[src/rtl/config_responder.sv]
// Register-bank responder for the 4-bit address / 4-bit data config handshake.
// Commits one write per valid pulse, acks after ACK_DELAY cycles, rejects RO writes.
module config_responder #(
  parameter int unsigned ACK_DELAY   = 1,
  parameter logic [15:0] RO_MASK     = 16'h0001,
  parameter logic [3:0]  ID_VALUE    = 4'hA,
  parameter logic [3:0]  RESET_VALUE = 4'h0
) (
  input  logic        clk,
  input  logic        rst,
  input  logic        valid,
  input  logic [3:0]  address,
  input  logic [3:0]  data,
  input  logic        hold,
  output logic        ack,
  output logic        rejected,
  input  logic [3:0]  rd_addr,
  output logic [3:0]  rd_data,
  output logic [63:0] regs_flat,
  output logic [7:0]  wr_count
);

  typedef enum logic [1:0] {
    IDLE,
    DELAY,
    ACK,
    REARM
  } state_e;

  // Counter starts one below the delay: the commit edge itself is the last cycle.
  localparam logic [2:0] CNT_INIT = 3'(ACK_DELAY - 1);

  state_e      state_q, state_d;
  logic [3:0]  addr_q, addr_d;
  logic [3:0]  data_q, data_d;
  logic [2:0]  cnt_q, cnt_d;
  logic        ack_q, ack_d;
  logic        rej_q, rej_d;
  logic [7:0]  wcnt_q, wcnt_d;
  logic        we;
  logic [3:0]  regs_q [16];

  // Next-state, latch and commit decisions for the handshake.
  always_comb begin
    state_d = state_q;
    addr_d  = addr_q;
    data_d  = data_q;
    cnt_d   = cnt_q;
    wcnt_d  = wcnt_q;
    ack_d   = 1'b0;
    rej_d   = 1'b0;
    we      = 1'b0;
    unique case (state_q)
      IDLE: begin
        if (valid && !hold) begin
          if (RO_MASK[address]) begin
            rej_d   = 1'b1;
            state_d = REARM;
          end else begin
            addr_d  = address;
            data_d  = data;
            cnt_d   = CNT_INIT;
            state_d = DELAY;
          end
        end
      end
      DELAY: begin
        if (!hold) begin
          if (cnt_q == 3'd0) begin
            we      = 1'b1;
            ack_d   = 1'b1;
            state_d = ACK;
            if (wcnt_q != 8'hFF) begin
              wcnt_d = wcnt_q + 8'd1;
            end
          end else begin
            cnt_d = cnt_q - 3'd1;
          end
        end
      end
      ACK: begin
        state_d = REARM;
      end
      REARM: begin
        if (!valid) begin
          state_d = IDLE;
        end
      end
      default: begin
        state_d = IDLE;
      end
    endcase
  end

  // Control state; reset aborts any transaction in flight.
  always_ff @(posedge clk or posedge rst) begin
    if (rst) begin
      state_q <= IDLE;
      addr_q  <= 4'h0;
      data_q  <= 4'h0;
      cnt_q   <= 3'd0;
      ack_q   <= 1'b0;
      rej_q   <= 1'b0;
      wcnt_q  <= 8'h00;
    end else begin
      state_q <= state_d;
      addr_q  <= addr_d;
      data_q  <= data_d;
      cnt_q   <= cnt_d;
      ack_q   <= ack_d;
      rej_q   <= rej_d;
      wcnt_q  <= wcnt_d;
    end
  end

  // Register file; only writable addresses are ever latched, so RO entries stay fixed.
  always_ff @(posedge clk or posedge rst) begin
    if (rst) begin
      for (int i = 0; i < 16; i++) begin
        regs_q[i] <= RO_MASK[i] ? ID_VALUE : RESET_VALUE;
      end
    end else if (we) begin
      regs_q[addr_q] <= data_q;
    end
  end

  for (genvar g = 0; g < 16; g++) begin : g_flat
    assign regs_flat[4*g +: 4] = regs_q[g];
  end

  assign rd_data  = regs_q[rd_addr];
  assign ack      = ack_q;
  assign rejected = rej_q;
  assign wr_count = wcnt_q;

endmodule

[config.mk]
export PLATFORM = sky130hd
export DESIGN_NAME = config_responder
export DESIGN_NICKNAME = d
export VERILOG_FILES = /design/src/rtl/config_responder.sv
export SDC_FILE = /design/constraint.sdc
export NUM_CORES = 1
export LEC_CHECK = 0
export BUFFER_PORTS_ARGS = -buffer_cell sky130_fd_sc_hd__buf_2
export CAP_MARGIN = 30
export CORE_UTILIZATION = 45
export CTS_BUF_LIST = sky130_fd_sc_hd__clkbuf_4
export DETAILED_ROUTE_END_ITERATION = 12
export PLACE_DENSITY = 0.77
export SYNTH_ARGS = -nofsm -noshare
export SYNTH_HDL_FRONTEND = slang
export SYNTH_SLANG_ARGS = --single-unit
[constraint.sdc]
create_clock -name clk -period 4.3 [get_ports clk]
set_input_delay 0.86 -clock clk [delete_from_list [all_inputs] [get_ports clk]]
set_output_delay 0.86 -clock clk [all_outputs]
set_load 0.01 [all_outputs]
; ---- Yosys cells after proc, flatten, opt, wreduce, memory -nomap -nowiden
; Memory sizes are Yosys's and may differ from the RTL's.
; Index checks and enable logic that the tools add are counted.
[word_totals]
elab_cells = 78
memories = 1
ff_bits = 87
in_bits = 16
romBits = 16
[classes]
order_cmp = 4
n_reduce_logical = 10
n_addsub = 2
mux = 24
n_eq_ne = 10
bitwise = 4
[memory_table]
columns = memory, words, word_bits, rd, rd_ports_with_merged_regs, write_ports, line
row1 = (name not given), 16, 1, 1, 0, 0, 56  ; if (RO_MASK[address]) begin
[op_table]
columns = operator, count
row1 = 64-bit bitwise mux, 1
row2 = 4-bit binary-select mux with 4-bit select, 1
row3 = 4-bit demux with 4-bit select, 1
row4 = 3-bit 2-to-1 mux, 4
row5 = 4-bit 2-to-1 mux, 3
row6 = 2-bit inequality test (second input constant), 6
row7 = 5-bit greater-or-equal comparator (second input constant), 2
row8 = 2-bit 2-to-1 mux, 5
row9 = 4-bit inverter with 5-bit output, 2
row10 = 8-bit by 1-bit adder with 8-bit output (second input constant), 1
row11 = 8-bit inequality test (second input constant), 1
row12 = 2-bit case mux with 4 select lines, 1
row13 = 4-bit AND reduction, 2
row14 = 1-bit 2-to-1 mux, 7
row15 = 3-bit case mux with 2 select lines, 1
row16 = 4-bit by 5-bit < comparator with 1-bit output (second input constant), 1
row17 = 5-bit by 1-bit < comparator with 1-bit output (second input constant), 1
row18 = 5-bit AND reduction, 1
row19 = 2-bit equality test (second input constant), 2
row20 = 3-bit zero test, 1
row21 = 3-bit AND reduction, 1
row22 = 3-bit by 1-bit subtractor with 3-bit output (second input constant), 1
row23 = 2-bit by 1-bit equality test with 1-bit output (second input constant), 1
row24 = 1-bit logical AND, 2
row25 = other kinds (4), 5

; ---- Depth between registers and ports, before layout
[depth]
depth_word = 6
ltp_mapped = 7
mapped_depth_nobuf = 5

; ---- Least setup slack after synthesis
; No wires, ideal clock.
[synth_path]
path_kind = input port to output port
from = input rd_addr[0]
to = output rd_data[0]
t_arrival_ps = 2001
stages = 5
slack_ps = 1439
n_path_buf = 2
path_cell_list = buf_2 buf_4 mux4_2 nand3_1 nand3_1
[synth_between]
elab_chain_len = 4
[synth_rtl]
columns = element, line
row1 = start: declaration, 17  ; input logic [3:0] rd_addr,
row2 = 4-bit inverter with 5-bit output (implied by the code), 131  ; assign rd_data = regs_q[rd_addr];
row3 = 4-bit binary-select mux with 4-bit select, 131
row4 = 4-bit 2-to-1 mux (implied by the code) (2 in series), 131
row5 = end: declaration, 18  ; output logic [3:0] rd_data,
; No other way between the ends. The select of a mux whose other input is x is not followed.

; ---- Worst setup path after layout
[layout_path]
from = input rd_addr[0]
to = output rd_data[3]
; Same word-level chain as after synthesis.

==> flow_metrics.env <==
export IMPL_grt_pass1_wl_mm=15.2
export IMPL_layout_nets=416
export IMPL_status="finished clean"
export IMPL_dr_wl_met2_mm=4.66
export IMPL_drive_gt1_share_pct=51.9
export IMPL_yosysMostFrequentCell="dfrtp_1"
export IMPL_highest_layer="met4"
export IMPL_synth_fa_ha_area_share_pct=2.36
export IMPL_htree_levels=3
export IMPL_die_area_sq_mm=0.00983
export IMPL_hold_class="in -> async"
export IMPL_synth_edff_count=0
export IMPL_cts_made_buffers=9
export IMPL_required_ns=3.44
export IMPL_rsz0062_at_grt="no"
export IMPL_whs_ns=0.314
export IMPL_critical_path_arrival_ns=2.34
export IMPL_seq_area_frac_synth_pct=51.3
export IMPL_clk_latency_ns=0.43
export IMPL_power_leakage_nw=2.57
export IMPL_intPower_mw=1.71
export IMPL_synthTopCellsByCount="85 x dfrtp_1, 63 x mux2_2, 21 x nand3_1"
export IMPL_period_needed_ns=3.20
export IMPL_cts_setup_buffers=0
export IMPL_syn_inst=303
export IMPL_start_kind="primary input"
export IMPL_yosys_area_top_type="dfrtp_1"
export IMPL_multi_input_area_sq_mm=0.00195
export IMPL_grt_max_degree=52
export IMPL_wl_mm=9.45
export IMPL_wl_per_cell_microns=18.6
export IMPL_crit_path_cell_trace="buf_2 -> mux4_2 -> a22oi_1 -> nand3_1 -> buf_2"
export IMPL_crit_path_start="rd_addr[0]"
export IMPL_finalSetupViolCount=0
export IMPL_nFillCells=766
export IMPL_p_per_area_mw_per_mm2=564
export IMPL_ys_async_sr_fraction_pct=100
export IMPL_die_h_microns=99.2
export IMPL_reg2reg_depth=5
export IMPL_drt_vias_per_instance=5.76
export IMPL_critPathMaxFanout=16
export IMPL_post_dp_cell_area_sq_mm=0.00480
export IMPL_max_slew_margin_pct=61.8
export IMPL_synth_top_cell_area_share_pct=50.1
export IMPL_stdcell_area_sq_mm=0.00492
export IMPL_yosys_warnings=0
export IMPL_r2r_end="regs_flat[60]"
export IMPL_gp_congestion=0.874
export IMPL_drt_initial_drc_count=98
export IMPL_cts_tree="done"
export IMPL_cts_resized=0
export IMPL_clock_path_buffers=2
export IMPL_crit_path_max_incr_delay_ns=0.57
export IMPL_fmax_mhz=313
export IMPL_synth_area_leaders="dfrtp_1 50%, mux2_2 17%, mux4_2 8.5%"
export IMPL_synth_compound_area_share_pct=4.65
export IMPL_post_route_drc_count=0
export IMPL_antenna_found_initial=0
export IMPL_syn_nets=327
export IMPL_initial_core_util_pct=46.2
export IMPL_antennaDiodeCount=0
export IMPL_regArea_sq_mm=0.00218
export IMPL_tightest_slew_ns=0.573
export IMPL_numPortBuffers=93
export IMPL_pre_cts_slack_ns=1.05
export IMPL_m1WireLength_mm=4.22
export IMPL_synthFlopType="dfrtp_1"
export IMPL_end_kind="output pin"
export IMPL_clock_sinks=87
export IMPL_rows=35
export IMPL_cts_hold_buf=0
export IMPL_p_comb_share_pct=35.3
export IMPL_crit_family="multiplexers"
export IMPL_synthesis_area_sq_mm=0.00425
export IMPL_clkTransAtPathRegs_ns=0.14
export IMPL_root_buffer="clkbuf_4"
export IMPL_wl_met3_microns=393
export IMPL_critPathCapture="rd_data[3]"
export IMPL_synth_xor_area_share_pct=0.619
export IMPL_synth_top_family_by_area="multiplexers"
export IMPL_grt_pass1_vias=2827
export IMPL_switchingPower_mw=1.07
export IMPL_peakVddDrop_mv=0.172
export IMPL_cap_violations=0
export IMPL_path_class="in -> out"
export IMPL_avgSynthCellArea_sq_um=14.0
export IMPL_finalCritPeriodShare_pct=74.3
export IMPL_synthMuxAreaShare_pct=29.7
export IMPL_vias=2927
export IMPL_synth_distinct_cells=49
export IMPL_power_frac_seq_pct=49.9
export IMPL_pin_count=94
export IMPL_cpMostUsedCell="buf_2"
export IMPL_drtAntennaViolNets=0
export IMPL_overflow=0
export IMPL_cp_num_buf_inv=2
export IMPL_fin_ws_ns=1.10
export IMPL_grt_usage_pct=20.2
export IMPL_finalHoldViolations=0
export IMPL_final_setup_skew_ns=0.0162
export IMPL_clkPwrFrac_pct=14.7
export IMPL_syn_to_final_growth_pct=15.9
export IMPL_fp_dieW_microns=99.2
export IMPL_crit_cells=5
export IMPL_fin_tns_setup_ns=0
export IMPL_core_sq_mm=0.00920
export IMPL_synth_simple_area_share_pct=8.60
export IMPL_critPathSlowestCell="mux4_2"
export IMPL_r2r_setup_slack_ns=2.15
export IMPL_r2r_start="state_q[1]"
export IMPL_p_sw_share_pct=38.4
export IMPL_maxSlewViolCount=0
export IMPL_dp_final_hpwl_mm=7.04
export IMPL_ys_seq_elements=87
export IMPL_dr_pass1_iters=4
export IMPL_finish_utilization_pct=53.6
## power groups by stage
stage	Combinational (mW)	Sequential, mW	Clock (mW)
floorplan	0.640	1.34	0
global placement	0.944	1.40	0
detailed placement	0.984	1.41	0
CTS	0.988	1.39	0.427
global route	1.08	1.43	0.458
finish	0.981	1.39	0.409
## state kept, by name (all words and copies together), names as in the netlist
signal / cells
addr_q: 4
wr_count: 8
state_q: 2
regs_flat: 64
ack: 1
cnt_q: 3
data_q: 4
rejected: 1
## per-layer routing
layer,vias up,track usage [%]
li1,1334,-
met5,-,0
met3,16,3.65
met4,0,7.81
met2,89,32.0
met1,1488,28.0
## worst min-delay path by stage
stage,cells after the start,start,end
2_1_floorplan,1,addr_q[2],addr_q[2]
3_3_place_gp,1,addr_q[2],addr_q[2]
3_5_place_dp,1,addr_q[2],addr_q[2]
4_1_cts,2,rst,wr_count[5]
5_1_grt,2,rst,wr_count[5]
6_report,2,rst,wr_count[5]
## metrics by stage
step                power, mW  cells
global placement         2.34    491
finish                   2.78    508
global route             2.96    508
CTS                      2.80    508
floorplan                1.98    303
detailed placement       2.39    492
## layout make-up
class	instances	area share [%]
Clock inverter	6	0.940
Timing Repair Buffer	95	10.2
Clock buffer	10	1.52
Tap cell	111	2.82
Sequential cell	87	44.3
Inverter	9	0.711
Multi-Input combinational cell	190	39.6
## cell usage in the layout (no fill, tap or decap), types with 3 or more instances in the layout
| cell type | n |
|---|---|
| buf_2 | 93 |
| dfrtp_1 | 85 |
| mux2_2 | 63 |
| nand3_1 | 21 |
| mux4_2 | 16 |
| clkbuf_4 | 10 |
| inv_1 | 8 |
| mux2_4 | 8 |
| ha_1 | 8 |
| mux2i_1 | 7 |
| nor2b_1 | 5 |
| nor2_1 | 5 |
| nand4_1 | 5 |
| and3_1 | 5 |
| nand2_1 | 4 |
| a22oi_1 | 4 |
| a22o_1 | 3 |
## cell families (layout without fill, tap and decap cells)
logic type               Yosys count  after routing
adder cells (fa/ha/maj)            8              8
AND/OR/NAND/NOR                   61             61
buffers and inverters             26            120
AO/OA/AOI/OAI                     24             24
XOR/XNOR                           3              3
flip-flops                        87             87
multiplexers                      94             94
(Power assumes the default switching activity.)
